**src/rtl/cam_search_cntrl_if.sv**
```systemverilog
// Request, CAM read and response signals of cam_search_cntrl.
// With CAM_SEARCH_MASK_EN defined, a per-request compare mask (req_mask_i) is added.
interface cam_search_cntrl_if #(
  parameter int DATA_WIDTH = 32,
  parameter int ADDR_WIDTH = 5
);
  logic                  req_valid_i;
  logic                  req_ready_o;
  logic [DATA_WIDTH-1:0] req_key_i;
  logic [ADDR_WIDTH-1:0] req_start_i;
  logic [ADDR_WIDTH-1:0] req_end_i;
`ifdef CAM_SEARCH_MASK_EN
  logic [DATA_WIDTH-1:0] req_mask_i;
`endif
  logic                  rd_en_o;
  logic [ADDR_WIDTH-1:0] rd_addr_o;
  logic [DATA_WIDTH-1:0] rd_data_i;
  logic                  rsp_valid_o;
  logic                  rsp_ready_i;
  logic                  rsp_hit_o;
  logic [ADDR_WIDTH-1:0] rsp_index_o;
  logic                  busy_o;

  modport slave (
    input  req_valid_i, req_key_i, req_start_i, req_end_i,
`ifdef CAM_SEARCH_MASK_EN
    input  req_mask_i,
`endif
    input  rd_data_i, rsp_ready_i,
    output req_ready_o, rd_en_o, rd_addr_o,
    output rsp_valid_o, rsp_hit_o, rsp_index_o, busy_o
  );

  modport master (
    output req_valid_i, req_key_i, req_start_i, req_end_i,
`ifdef CAM_SEARCH_MASK_EN
    output req_mask_i,
`endif
    output rd_data_i, rsp_ready_i,
    input  req_ready_o, rd_en_o, rd_addr_o,
    input  rsp_valid_o, rsp_hit_o, rsp_index_o, busy_o
  );
endinterface

```
**src/rtl/cam_search_cntrl.sv**
```systemverilog
// Linear CAM window search: reads start..end (wrapping), reports the first matching address.
// Optional feature macro CAM_SEARCH_MASK_EN adds a per-request compare mask.
module cam_search_cntrl #(
  parameter int DATA_WIDTH = 32,
  parameter int ADDR_WIDTH = 5
) (
  input  logic              clk,
  input  logic              rst,
  cam_search_cntrl_if.slave bus,
  output logic [1:0]        dbg_state_o
);

  // Handshakes: a transfer happens on a rising edge where valid && ready are both high.
  // req_ready_o is high only in IDLE; rsp_valid_o is high only in RESP and the response
  // fields hold stable until rsp_ready_i; ready inputs seen outside those states are ignored.

  typedef enum logic [1:0] {
    S_IDLE = 2'd0,
    S_SCAN = 2'd1,
    S_RESP = 2'd2
  } state_e;

  localparam logic [ADDR_WIDTH-1:0] ADDR_ONE = {{(ADDR_WIDTH-1){1'b0}}, 1'b1};
  localparam logic [ADDR_WIDTH:0]   CNT_ONE  = {{ADDR_WIDTH{1'b0}}, 1'b1};

  state_e                state_q, state_d;
  logic [ADDR_WIDTH-1:0] addr_q, addr_d;
  logic [ADDR_WIDTH:0]   rem_q, rem_d;
  logic [DATA_WIDTH-1:0] key_q, key_d;
  logic                  pend_q, pend_d;
  logic [ADDR_WIDTH-1:0] pend_addr_q, pend_addr_d;
  logic                  hit_q, hit_d;
  logic [ADDR_WIDTH-1:0] idx_q, idx_d;
  logic                  rd_en;
  logic                  match;
  logic [ADDR_WIDTH-1:0] span;

`ifdef CAM_SEARCH_MASK_EN
  logic [DATA_WIDTH-1:0] mask_q, mask_d;
  assign match = ((bus.rd_data_i ^ key_q) & mask_q) == '0;
`else
  assign match = (bus.rd_data_i == key_q);
`endif

  // Modular distance; the window holds span+1 entries, up to the full CAM depth.
  assign span = bus.req_end_i - bus.req_start_i;

  always_ff @(posedge clk or posedge rst) begin
    if (rst) begin
      state_q     <= S_IDLE;
      addr_q      <= '0;
      rem_q       <= '0;
      key_q       <= '0;
      pend_q      <= 1'b0;
      pend_addr_q <= '0;
      hit_q       <= 1'b0;
      idx_q       <= '0;
`ifdef CAM_SEARCH_MASK_EN
      mask_q      <= '0;
`endif
    end else begin
      state_q     <= state_d;
      addr_q      <= addr_d;
      rem_q       <= rem_d;
      key_q       <= key_d;
      pend_q      <= pend_d;
      pend_addr_q <= pend_addr_d;
      hit_q       <= hit_d;
      idx_q       <= idx_d;
`ifdef CAM_SEARCH_MASK_EN
      mask_q      <= mask_d;
`endif
    end
  end

  always_comb begin
    state_d     = state_q;
    addr_d      = addr_q;
    rem_d       = rem_q;
    key_d       = key_q;
    pend_d      = 1'b0;
    pend_addr_d = pend_addr_q;
    hit_d       = hit_q;
    idx_d       = idx_q;
    rd_en       = 1'b0;
`ifdef CAM_SEARCH_MASK_EN
    mask_d      = mask_q;
`endif
    case (state_q)
      S_IDLE: begin
        if (bus.req_valid_i) begin
          key_d   = bus.req_key_i;
          addr_d  = bus.req_start_i;
          rem_d   = {1'b0, span} + CNT_ONE;
`ifdef CAM_SEARCH_MASK_EN
          mask_d  = bus.req_mask_i;
`endif
          state_d = S_SCAN;
        end
      end
      S_SCAN: begin
        rd_en = (rem_q != '0);
        // pend_q marks that rd_data_i carries the word read last cycle from pend_addr_q.
        if (pend_q && match) begin
          hit_d   = 1'b1;
          idx_d   = pend_addr_q;
          state_d = S_RESP;
        end else if (pend_q && (rem_q == '0)) begin
          hit_d   = 1'b0;
          idx_d   = '0;
          state_d = S_RESP;
        end else if (rd_en) begin
          pend_d      = 1'b1;
          pend_addr_d = addr_q;
          addr_d      = addr_q + ADDR_ONE;
          rem_d       = rem_q - CNT_ONE;
        end
      end
      S_RESP: begin
        if (bus.rsp_ready_i) begin
          hit_d   = 1'b0;
          idx_d   = '0;
          state_d = S_IDLE;
        end
      end
      default: state_d = S_IDLE;
    endcase
  end

  assign bus.req_ready_o = (state_q == S_IDLE);
  assign bus.busy_o      = (state_q != S_IDLE);
  assign bus.rd_en_o     = rd_en;
  assign bus.rd_addr_o   = addr_q;
  assign bus.rsp_valid_o = (state_q == S_RESP);
  assign bus.rsp_hit_o   = hit_q;
  assign bus.rsp_index_o = idx_q;
  assign dbg_state_o     = state_q;

endmodule

```
**src/flat_wrapper.sv**
```systemverilog
// flat-port wrapper written by rule: the top's interface ports become plain ports
module cam_search_cntrl_flat 
#(
  parameter int DATA_WIDTH = 32,
  parameter int ADDR_WIDTH = 5
)
  (clk, rst, dbg_state_o, bus_req_valid_i, bus_req_key_i, bus_req_start_i, bus_req_end_i, bus_rd_data_i, bus_rsp_ready_i, bus_req_ready_o, bus_rd_en_o, bus_rd_addr_o, bus_rsp_valid_o, bus_rsp_hit_o, bus_rsp_index_o, bus_busy_o);
  cam_search_cntrl_if #(.DATA_WIDTH(DATA_WIDTH), .ADDR_WIDTH(ADDR_WIDTH)) bus_i ();
  input  logic clk;
  input  logic rst;
  output logic [1:0] dbg_state_o;
  input wire logic [$bits(bus_i.req_valid_i)-1:0] bus_req_valid_i;
  input wire logic [$bits(bus_i.req_key_i)-1:0] bus_req_key_i;
  input wire logic [$bits(bus_i.req_start_i)-1:0] bus_req_start_i;
  input wire logic [$bits(bus_i.req_end_i)-1:0] bus_req_end_i;
  input wire logic [$bits(bus_i.rd_data_i)-1:0] bus_rd_data_i;
  input wire logic [$bits(bus_i.rsp_ready_i)-1:0] bus_rsp_ready_i;
  output wire logic [$bits(bus_i.req_ready_o)-1:0] bus_req_ready_o;
  output wire logic [$bits(bus_i.rd_en_o)-1:0] bus_rd_en_o;
  output wire logic [$bits(bus_i.rd_addr_o)-1:0] bus_rd_addr_o;
  output wire logic [$bits(bus_i.rsp_valid_o)-1:0] bus_rsp_valid_o;
  output wire logic [$bits(bus_i.rsp_hit_o)-1:0] bus_rsp_hit_o;
  output wire logic [$bits(bus_i.rsp_index_o)-1:0] bus_rsp_index_o;
  output wire logic [$bits(bus_i.busy_o)-1:0] bus_busy_o;
  assign bus_i.req_valid_i = bus_req_valid_i;
  assign bus_i.req_key_i = bus_req_key_i;
  assign bus_i.req_start_i = bus_req_start_i;
  assign bus_i.req_end_i = bus_req_end_i;
  assign bus_i.rd_data_i = bus_rd_data_i;
  assign bus_i.rsp_ready_i = bus_rsp_ready_i;
  assign bus_req_ready_o = bus_i.req_ready_o;
  assign bus_rd_en_o = bus_i.rd_en_o;
  assign bus_rd_addr_o = bus_i.rd_addr_o;
  assign bus_rsp_valid_o = bus_i.rsp_valid_o;
  assign bus_rsp_hit_o = bus_i.rsp_hit_o;
  assign bus_rsp_index_o = bus_i.rsp_index_o;
  assign bus_busy_o = bus_i.busy_o;
  cam_search_cntrl #(.DATA_WIDTH(DATA_WIDTH), .ADDR_WIDTH(ADDR_WIDTH)) u_core (.clk(clk), .rst(rst), .bus(bus_i), .dbg_state_o(dbg_state_o));
endmodule
```
**config.mk**
```make
export PLATFORM = sky130hd
export DESIGN_NAME = cam_search_cntrl_flat
export DESIGN_NICKNAME = d
export VERILOG_FILES = /design/src/rtl/cam_search_cntrl_if.sv /design/src/rtl/cam_search_cntrl.sv /design/src/flat_wrapper.sv
export SDC_FILE = /design/constraint.sdc
export NUM_CORES = 1
export LEC_CHECK = 0
export BUFFER_PORTS_ARGS = -buffer_cell sky130_fd_sc_hd__buf_4
export CELL_PAD_IN_SITES_DETAIL_PLACEMENT = 1
export CELL_PAD_IN_SITES_GLOBAL_PLACEMENT = 1
export CORE_ASPECT_RATIO = 1.5
export CORE_MARGIN = 2
export CORE_UTILIZATION = 43
export CTS_CLUSTER_SIZE = 25
export DETAILED_ROUTE_END_ITERATION = 10
export PLACE_DENSITY = 0.83
export RECOVER_POWER = 100
export SLEW_MARGIN = 20
export SYNTH_ARGS = -nofsm -noshare
export SYNTH_HDL_FRONTEND = slang
export SYNTH_SLANG_ARGS = --single-unit
```
**constraint.sdc**
```tcl
create_clock -name clk -period 3.91 [get_ports clk]
set_input_delay 0.5865 -clock clk [delete_from_list [all_inputs] [get_ports clk]]
set_output_delay 0.5865 -clock clk [all_outputs]
set_load 0.02 [all_outputs]
```
==> run summary, run 1 <==
Setup crit end kind: flop
Slowest stage delay, CP: 0.73 ns
Router iterations before antenna repair: 5
Die Wd: 75.8 µm
Drt initial violations: 114
Initial Utilization: 0.440
Syn Nets: 399
FP Rows: 39
Multi-input gate area: 1740 µm²
Vias in the first global route: 3199
Post-synth top flop: dfrtp_1
Commonest non-fill, non-tap cell in the layout: buf_4
Worst r2r path cells: 6
Layout fillers: 850
Post-CTS sizing: 0
Hold buffer count at cts: 0
Post-synth EDFFs: 0
N_diodes: 0
Worst hold path class: input pin to flop
Final hold violation count: 0
Slew @ Worst Pin: 1.63 ns
Period utilization: 0.688
Reg2reg setup slack: 1.22 ns
Synth Warn #: 0
Die height: 112 µm
Worst-path clk slew: 0.05 ns
Register area share after synthesis: 0.428
DRT antenna net count: 0
Critical-path cell list: inv_1, ha_1, clkbuf_1, nand2_1, o211ai_1, a22o_1
Reg2reg end: u_core.bus.rsp_hit_o$_DFFE_PP0P_
Critical Path Fanout Max: 22
CTS tree: built
CTS Buf Count: 9
# IOs: 95
Crit. Startpoint: u_core.dbg_state_o[1]$_DFFE_PP0P_
Post-Synthesis Cell Area: 3330 µm²
IO Port Bufs: 94
Total core area: 7560 µm²
Routed WL per cell: 19.0 µm
Critical Path Start Type: flop
Critical Path AT: 2.96 ns
Async SR Flop Fraction: 1.00
DRC: 0
Die Area: 8480 µm²
Synth unique cells: 51
Slew Limit Fails: 29
R2R Path Start: u_core.dbg_state_o[1]$_DFFE_PP0P_
HPWL Detailed: 7170 µm
Ranking of synthesized cells by area: dfrtp_1 43%, mux2_2 11%, xnor2_1 7.4%
H-tree depth: 3
First-pass GRT wire length: 15800 µm
Worst skew pair latency: 0.33 ns
Min Tclk post-route: 2.69 ns
Worst-case clock buffer depth: 2
Fin Setup TNS: 0 ns
Worst vdd ir: 0.436 mV
Worst setup endpoint: u_core.bus.rsp_hit_o$_DFFE_PP0P_
Violated checks: capacitance limit, slew limit
Mapped Cells: 309
P_leak: 1.94 nW
Drt total wl: 9790 µm
Area grow syn2layout: 29.8%
Antenna violations before repair: 0
PwrDens: 754 nW/µm²
Clk sink count: 57
Yosys reg bits: 57
Setup repair bufs after CTS: 0
Most frequent cells in the layout: 78 x buf_4, 57 x dfrtp_1, 31 x mux2_2, 28 x xnor2_1, 20 x clkbuf_1
Post-Syn Area per Cell: 10.8 µm²
Reg area: 1430 µm²
Synth area leader: dfrtp_1
Post-synth top area share: 0.428
Worst rel slew slack: -0.0834
Critical Path RT: 4.18 ns
Total GRT Usage: 0.251
Status: complete, but fails checks
Peak Freq: 372 MHz
Routability cong.: 0.817
Max-cap violation count: 1
Clk_skew: 0.00637 ns
Via count: 2808
Root Driver: clkbuf_16
Unrepaired setup endpoints after global routing: false
Final hold slack: 0.488 ns
Final setup vio count: 0
Setup CP Type: flop to flop
Remaining Overflow, GRT: 0
Share of cells above drive strength 1: 0.318
Slowest-stage cell, CP: clkbuf_1
Largest net degree at the start of global routing: 35
Via density: 5.46
Final Net Count: 497
where the power goes:
| part | leakage, nW | switching (mW) | internal (mW) | total (mW) |
|---|---|---|---|---|
| logic | 1.10 | 0.729 | 0.630 | 1.36 |
| registers | 0.687 | 0.234 | 0.860 | 1.09 |
| clock network | 0.153 | 0.263 | 0.544 | 0.806 |
cell usage after synthesis (2+ instances only):
master      n
o2bb2ai_1   5
nand2_1    19
dfrtp_1    57
o211ai_1    2
nand3b_1    3
xnor2_1    28
o21ai_0     8
clkbuf_1    5
mux2_2     32
ha_1       11
buf_6       2
a31oi_1     3
a311oi_1    3
a21o_1      3
mux2_4      6
nand4_1    15
inv_1      15
nor3b_1     2
buf_2       2
xor2_1      4
nand3_1    13
nor3_1      7
nor2_1     12
nand2b_1   16
mux2i_1     2
a21oi_1     8
o22a_2      2
area by class of cell:
cell class	count	share of cell area
Tap cell	102	0.0295
Clock buffer	14	0.0634
Timing Repair Buffer	97	0.153
Sequential cell	57	0.330
Clock inverter	2	0.00810
Multi-Input combinational cell	227	0.403
Inverter	15	0.0130
through the flow:
step / instances / worst slack (ns) / power (mW) / instance area (µm²) / util
finish: 514 / 1.22 / 3.26 / 4320 / 0.572
global placement: 498 / 1.30 / 2.45 / 4130 / 0.546
CTS: 514 / 1.46 / 3.39 / 4440 / 0.587
detailed placement: 498 / 1.20 / 2.53 / 4130 / 0.546
floorplan: 309 / 1.73 / 2.10 / 3330 / -
global route: 514 / 0.735 / 3.46 / 4320 / 0.572
worst min path at each step:
stage                                                      from                                    end  slack, ns  cells past startpoint
after CTS                                                   rst  u_core.bus.rsp_index_o[4]$_DFFE_PP0P_       0.36                      2
after floorplan               u_core.pend_addr_q[0]$_DFFE_PP0P_      u_core.pend_addr_q[0]$_DFFE_PP0P_       0.48                      1
after global placement    u_core.bus.rsp_index_o[4]$_DFFE_PP0P_  u_core.bus.rsp_index_o[4]$_DFFE_PP0P_       0.49                      1
final                                          bus_req_key_i[8]            u_core.key_q[8]$_DFFE_PP0P_       0.49                      2
after detailed placement  u_core.bus.rsp_index_o[2]$_DFFE_PP0P_  u_core.bus.rsp_index_o[2]$_DFFE_PP0P_       0.48                      1
after global routing                          bus_req_key_i[26]           u_core.key_q[26]$_DFFE_PP0P_       0.48                      2
layer usage:
| layer | track usage | vias to the layer above | share of wire | wire, µm |
|---|---|---|---|---|
| li1 | - | 1299 | - | - |
| met1 | 0.266 | 1402 | 0.36 | 3530 |
| met2 | 0.440 | 92 | 0.55 | 5430 |
| met3 | 0.0887 | 15 | 0.062 | 605 |
| met4 | 0.0936 | 0 | 0.023 | 225 |
| met5 | 0 | - | 0 | 0 |
registers in the layout, indices dropped and copies added (netlist names):
| signal | count |
|---|---|
| u_core.bus.rd_addr_o | 5 |
| u_core.bus.rsp_hit_o | 1 |
| u_core.bus.rsp_index_o | 5 |
| u_core.dbg_state_o | 2 |
| u_core.key_q | 32 |
| u_core.pend_addr_q | 5 |
| u_core.pend_q | 1 |
| u_core.rem_q | 6 |
kinds of logic after synthesis:
| kind of cell | Yosys count | share of synthesized area |
|---|---|---|
| adder cells (fa/ha/maj) | 12 | 0.0474 |
| multiplexers | 40 | 0.141 |
| buffers and inverters | 25 | 0.0334 |
| XOR/XNOR | 32 | 0.0842 |
| AO/OA/AOI/OAI | 45 | 0.102 |
| flip-flops | 57 | 0.428 |
| AND/OR/NAND/NOR | 98 | 0.163 |
critical path, delay by kind of cell (launching register included):
kind                       cells  cell delay (ns)
adders and majority gates      1             0.34
and+or+nand+nor                1             0.23
AOI/OAI and AO/OA              2             0.80
buffers and inverters          2             0.84
DFF                            1             0.43
Note: power is estimated with default switching activity, not from simulation.
==> run 2: changes to the inputs <==
- CORE_UTILIZATION: 43 -> 36
- PLACE_DENSITY: 0.83 -> 0.74
- clock period: 3.91 -> 2.3 ns (I/O delays scaled with it)
==> run summary, run 2 (synthesis results as in run 1) <==
Status: finished, final reports clean
Critical-path cell list: xnor2_1, nand4_1, nor3b_1, and4_1, o211ai_1, a22o_1
Routed WL per cell: 17.6 µm (-7.7%)
H-tree depth: 3 (unchanged)
Clk_skew: 0.00748 ns (+0.00111 ns)
Final hold slack: 0.239 ns (-0.249 ns)
Vias in the first global route: 3137 (-1.9%)
Reg2reg setup slack: 0.19 ns (-1.02 ns)
Post-CTS sizing: 0 (unchanged)
Routability cong.: 0.840 (+2.9%)
Total GRT Usage: 0.204 (-0.0478)
Critical Path Fanout Max: 6 (-73%)
Peak Freq: 475 MHz (+28%)
Most frequent cells in the layout: 80 x buf_4, 57 x dfrtp_1, 32 x mux2_2, 28 x xnor2_1, 20 x clkbuf_1
Fin util: 0.480 (-0.0914)
Min Tclk post-route: 2.11 ns (-0.586 ns)
Slew @ Worst Pin: 0.958 ns (-0.668 ns)
Worst skew pair latency: 0.33 ns (about the same)
Drt initial violations: 122 (+7.0%)
Area after DPL: 4200 µm² (+1.6%)
Area grow syn2layout: 31.9%
Setup crit end kind: flop
P_leak: 1.96 nW (+1.2%)
FP Rows: 43 (+10%)
Layout fillers: 1060 (+25%)
Pre-CTS WS: 0.150 ns (-1.05 ns)
Setup CP Type: flop to flop
Worst r2r path cells: 6 (unchanged)
Period utilization: 0.915 (+0.227)
Max-cap violation count: 0 (-1)
Regs by FF count: u_core.key_q x32, u_core.rem_q x6
Dpl cells: 515 (+3.4%)
CTS tree: built
CTS Buf Count: 9 (unchanged)
Fin Setup TNS: 0 ns (unchanged)
Clk sink count: 57 (unchanged)
Largest net degree at the start of global routing: 33 (-5.7%)
Final cell count without fillers: 531 (+3.3%)
Initial Utilization: 0.364 (-0.0762)
Die height: 122 µm (+9.0%)
Remaining Overflow, GRT: 0 (unchanged)
Final setup vio count: 0 (unchanged)
Final Net Count: 504 (+1.4%)
Post-route setup slack: 0.195 ns (-1.02 ns)
IO Port Bufs: 94 (unchanged)
Worst-case clock buffer depth: 2 (unchanged)
Via density: 5.20 (-4.8%)
Final hold violation count: 0 (unchanged)
Worst-path clk slew: 0.05 ns (about the same)
Max FFs per register: 32 (unchanged)
Via count: 2763 (-1.6%)
Total Power: 5.53 mW (+70%)
Die Wd: 82.5 µm (+8.8%)
Drt total wl: 9340 µm (-4.6%)
Post-route cell area: 4390 µm² (+1.6%)
Slew Limit Fails: 0 (-100%)
First-pass GRT wire length: 15200 µm (-4.4%)
DRC: 0 (unchanged)
Commonest non-fill, non-tap cell in the layout: buf_4
Total core area: 9150 µm² (+21%)
Setup repair bufs after CTS: 0 (unchanged)
Unrepaired setup endpoints after global routing: false
Critical Path RT: 2.52 ns (-1.66 ns)
Worst hold path class: input pin to async pin
Router iterations before antenna repair: 4 (-1)
Die Area: 10000 µm² (+19%)
Reg with most FFs: u_core.key_q
Share of cells above drive strength 1: 0.337 (+0.0186)
PwrDens: 1260 nW/µm² (+67%)
# IOs: 95 (unchanged)
Slowest stage delay, CP: 0.38 ns (-0.35 ns)
Hold buffer count at cts: 0 (unchanged)
Critical Path Start Type: flop
Antenna violations before repair: 0 (unchanged)
DRT antenna net count: 0 (unchanged)
HPWL Detailed: 7350 µm (+2.6%)
N_diodes: 0 (unchanged)
Critical Path AT: 2.33 ns (-0.63 ns)
Root Driver: clkbuf_16
Worst vdd ir: 0.741 mV (+70%)
Slowest-stage cell, CP: dfrtp_1
Worst rel slew slack: 0.361 (+0.444)
## run 2: changes by cell type in the layout (fill, tap and decap cells not counted), sizes merged
cell / change
buf: +2
clkinv: +1
clkbuf: +3
clkinvlp: +1
## run 2: layout make-up
type / instances / area [µm²] / area share
Clock buffer: 12 / 256 / 0.0584
Clock inverter: 4 / 51.3 / 0.0117
Inverter: 15 / 56.3 / 0.0128
Multi-Input combinational cell: 227 / 1760 / 0.401
Sequential cell: 57 / 1430 / 0.325
Tap cell: 112 / 140 / 0.0319
Timing Repair Buffer: 104 / 702 / 0.160
## run 2: metal layers
metal,wire [µm],up-vias,GRT usage
met2,5060,86,0.367
li1,-,1317,-
met4,228,0,0.0789
met5,0,-,0
met1,3470,1340,0.216
met3,576,20,0.0622
## run 2: power breakdown
group / internal (mW) / total, mW / switching, mW
Sequential: 1.46 / 1.83 / 0.370
Clock: 0.896 / 1.37 / 0.471
Combinational: 1.10 / 2.33 / 1.23
Total: 3.46 / 5.53 / 2.07
## run 2: final timing paths
| path | from | end |
|---|---|---|
| min reg2reg | u_core.bus.rsp_index_o[1]$_DFFE_PP0P_ | u_core.bus.rsp_index_o[1]$_DFFE_PP0P_ |
| max in group asynchronous | rst | u_core.key_q[22]$_DFFE_PP0P_ |
| max | u_core.key_q[18]$_DFFE_PP0P_ | u_core.bus.rsp_hit_o$_DFFE_PP0P_ |
| max reg2reg | u_core.key_q[18]$_DFFE_PP0P_ | u_core.bus.rsp_hit_o$_DFFE_PP0P_ |
| min in group clk | bus_req_key_i[30] | u_core.key_q[30]$_DFFE_PP0P_ |
| min | rst | u_core.pend_addr_q[3]$_DFFE_PP0P_ |
## run 2: critical path: cells and delay by family, from the launching register on
kind	cells	cell delay [ns]
AND/OR/NAND/NOR	3	0.74
flip-flops	1	0.38
AO/OA/AOI/OAI	2	0.57
XOR/XNOR	1	0.30
==> run 3: changes to the inputs <==
- CORE_UTILIZATION: 36 -> 40
- PLACE_DENSITY: 0.74 -> 0.78
- clock period: 2.3 -> 2.35 ns (I/O delays scaled with it)
==> run summary, run 3 (synthesis results as in run 1) <==
Status: finished, final reports clean
Worst rel slew slack: 0.0447 (-0.316)
Drt total wl: 10100 µm (+7.9%)
Regs by FF count: u_core.key_q x32, u_core.rem_q x6
Clk network pwr share: 0.272 (+0.025)
Critical Path Fanout Max: 6 (unchanged)
Routability cong.: 0.798 (-5.1%)
Period utilization: 0.957
Peak Freq: 445 MHz
Final Net Count: 502 (-0.40%)
DRT antenna net count: 0 (unchanged)
Root Driver: clkbuf_16
Int Power: 3.57 mW (+3.3%)
Gate power share: 0.411 (-0.010)
Switching portion of total power: 0.377 (+0.00202)
FP Rows: 40 (-7.0%)
Clk sink count: 57 (unchanged)
Slew @ Worst Pin: 1.43 ns (+0.475 ns)
Drt initial violations: 133 (+9.0%)
# IOs: 95 (unchanged)
Total Power: 5.73 mW (+3.6%)
Total GRT Usage: 0.238 (+0.0343)
Worst skew pair latency: 0.34 ns (about the same)
Total core area: 8060 µm² (-12%)
Critical Path Start Type: flop
Worst hold path class: input pin to flop
Antenna violations before repair: 0 (unchanged)
Share of cells above drive strength 1: 0.343 (+0.00641)
Crit. Startpoint: u_core.rem_q[0]$_DFFE_PP0P_
Initial Utilization: 0.413 (+0.0492)
DRC: 0 (unchanged)
Final hold violation count: 0 (unchanged)
Slowest stage delay, CP: 0.42 ns (+0.04 ns)
Setup repair bufs after CTS: 0 (unchanged)
Critical Path RT: 2.00 ns (-0.52 ns)
R2R Path Start: u_core.rem_q[0]$_DFFE_PP0P_
H-tree depth: 3 (unchanged)
Via density: 5.42 (+4.1%)
Reg with most FFs: u_core.key_q
Worst-case clock buffer depth: 2 (unchanged)
HPWL Detailed: 7210 µm (-1.9%)
Commonest non-fill, non-tap cell in the layout: buf_4
Post-route setup slack: 0.101 ns (-0.0931 ns)
Setup CP Type: flop to primary output
Vias in the first global route: 3223 (+2.7%)
Reg2reg setup slack: 0.14 ns (-0.05 ns)
First-pass GRT wire length: 16300 µm (+7.7%)
Worst-path clk slew: 0.06 ns (about the same)
Die Wd: 78.5 µm (-4.9%)
CTS tree: built
P_leak: 1.98 nW (+0.86%)
Most frequent cells in the layout: 82 x buf_4, 57 x dfrtp_1, 32 x mux2_2, 28 x xnor2_1, 19 x nand2_1
Setup crit end kind: primary output
PwrDens: 1290 nW/µm² (+2.9%)
Router iterations before antenna repair: 4 (unchanged)
IO Port Bufs: 94 (unchanged)
Slowest-stage cell, CP: nor2b_1
Routed WL per cell: 19.3 µm (+9.8%)
Die Area: 9080 µm² (-9.6%)
Clk_skew: 0.00800 ns (+0.000528 ns)
Worst vdd ir: 0.679 mV (-8.4%)
Die height: 116 µm (-5.0%)
Via count: 2828 (+2.4%)
Max FFs per register: 32 (unchanged)
Critical Path AT: 1.90 ns (-0.43 ns)
Slew Limit Fails: 0 (unchanged)
Remaining Overflow, GRT: 0 (unchanged)
Critical-path cell list: inv_1, ha_1, and3_1, nor2b_1, buf_4
Max-cap violation count: 0 (unchanged)
CTS Buf Count: 9 (unchanged)
Worst r2r path cells: 6 (unchanged)
Area grow syn2layout: 32.8%
Worst setup endpoint: bus_rd_en_o
NetSw: 2.16 mW (+4.2%)
Sequential share of power: 0.317 (-0.014)
Pre-CTS WS: -0.0263 ns (-0.176 ns)
N_diodes: 0 (unchanged)
Largest net degree at the start of global routing: 58 (+76%)
Unrepaired setup endpoints after global routing: false
Final setup vio count: 0 (unchanged)
Min Tclk post-route: 2.25 ns
Reg2reg end: u_core.pend_addr_q[0]$_DFFE_PP0P_
-- run 3: changes by cell type in the layout (fill, tap and decap cells not counted), sizes merged --
cell / delta
inv: +3
clkinv: -2
clkbuf: -7
buf: +2
bufinv: +2
-- run 3: layout make-up --
type	instances	area [µm²]
timing repair buffer	102	697
sequential	57	1430
tap	105	131
inverter	15	56.3
clock buffer	9	225
clock inverter	7	124
multi-input combinational	227	1760
fill	895	3630
-- run 3: metal layers --
layer	routed length, µm	GRT usage
met1	3730	0.253
met2	5670	0.451
met3	506	0.0576
met4	171	0.0889
met5	0	0
-- run 3: power groups by stage --
stage	Clock (mW)	Sequential (mW)	Combinational, mW
2_1_floorplan	0	1.76	1.74
3_3_place_gp	0	1.79	2.36
3_5_place_dp	0	1.81	2.46
4_1_cts	1.58	1.82	2.51
5_1_grt	1.63	1.87	2.57
6_report	1.56	1.82	2.36
-- run 3: stage by stage --
| stage | utilization | hold WS, ns | TNS [ns] | cell area (µm²) | cells |
|---|---|---|---|---|---|
| 6_report | 0.549 | 0.244 | 0 | 4420 | 522 |
| 4_1_cts | 0.563 | 0.0927 | 0 | 4530 | 522 |
| 3_3_place_gp | 0.519 | 0.445 | 0 | 4180 | 506 |
| 3_5_place_dp | 0.519 | 0.455 | -0.0263 | 4180 | 506 |
| 5_1_grt | 0.549 | 0.241 | 0 | 4420 | 522 |
| 2_1_floorplan | - | 0.482 | 0 | 3330 | 309 |
-- run 3: worst max-delay path: cells and delay by family, from the launching register on --
kind                       cells  cell delay [ns]
DFF                            1             0.40
buffers and inverters          2             0.32
adders and majority gates      1             0.20
and+or+nand+nor                2             0.65
-- run 3: worst min-delay path by stage --
| stage | to | cells past startpoint | from | slack [ns] |
|---|---|---|---|---|
| after floorplan | u_core.pend_addr_q[0]$_DFFE_PP0P_ | 1 | u_core.pend_addr_q[0]$_DFFE_PP0P_ | 0.48 |
| after global placement | u_core.bus.rsp_index_o[3]$_DFFE_PP0P_ | 3 | rst | 0.44 |
| after detailed placement | u_core.bus.rsp_index_o[3]$_DFFE_PP0P_ | 3 | rst | 0.46 |
| after CTS | u_core.key_q[8]$_DFFE_PP0P_ | 3 | rst | 0.09 |
| after global routing | u_core.key_q[28]$_DFFE_PP0P_ | 2 | bus_req_key_i[28] | 0.24 |
| final | u_core.key_q[28]$_DFFE_PP0P_ | 2 | bus_req_key_i[28] | 0.24 |
-- run 3: timing repair --
item,CTS,global route
hold buffers,0,0
gates resized for setup,0,1
setup endpoints to repair,0,3
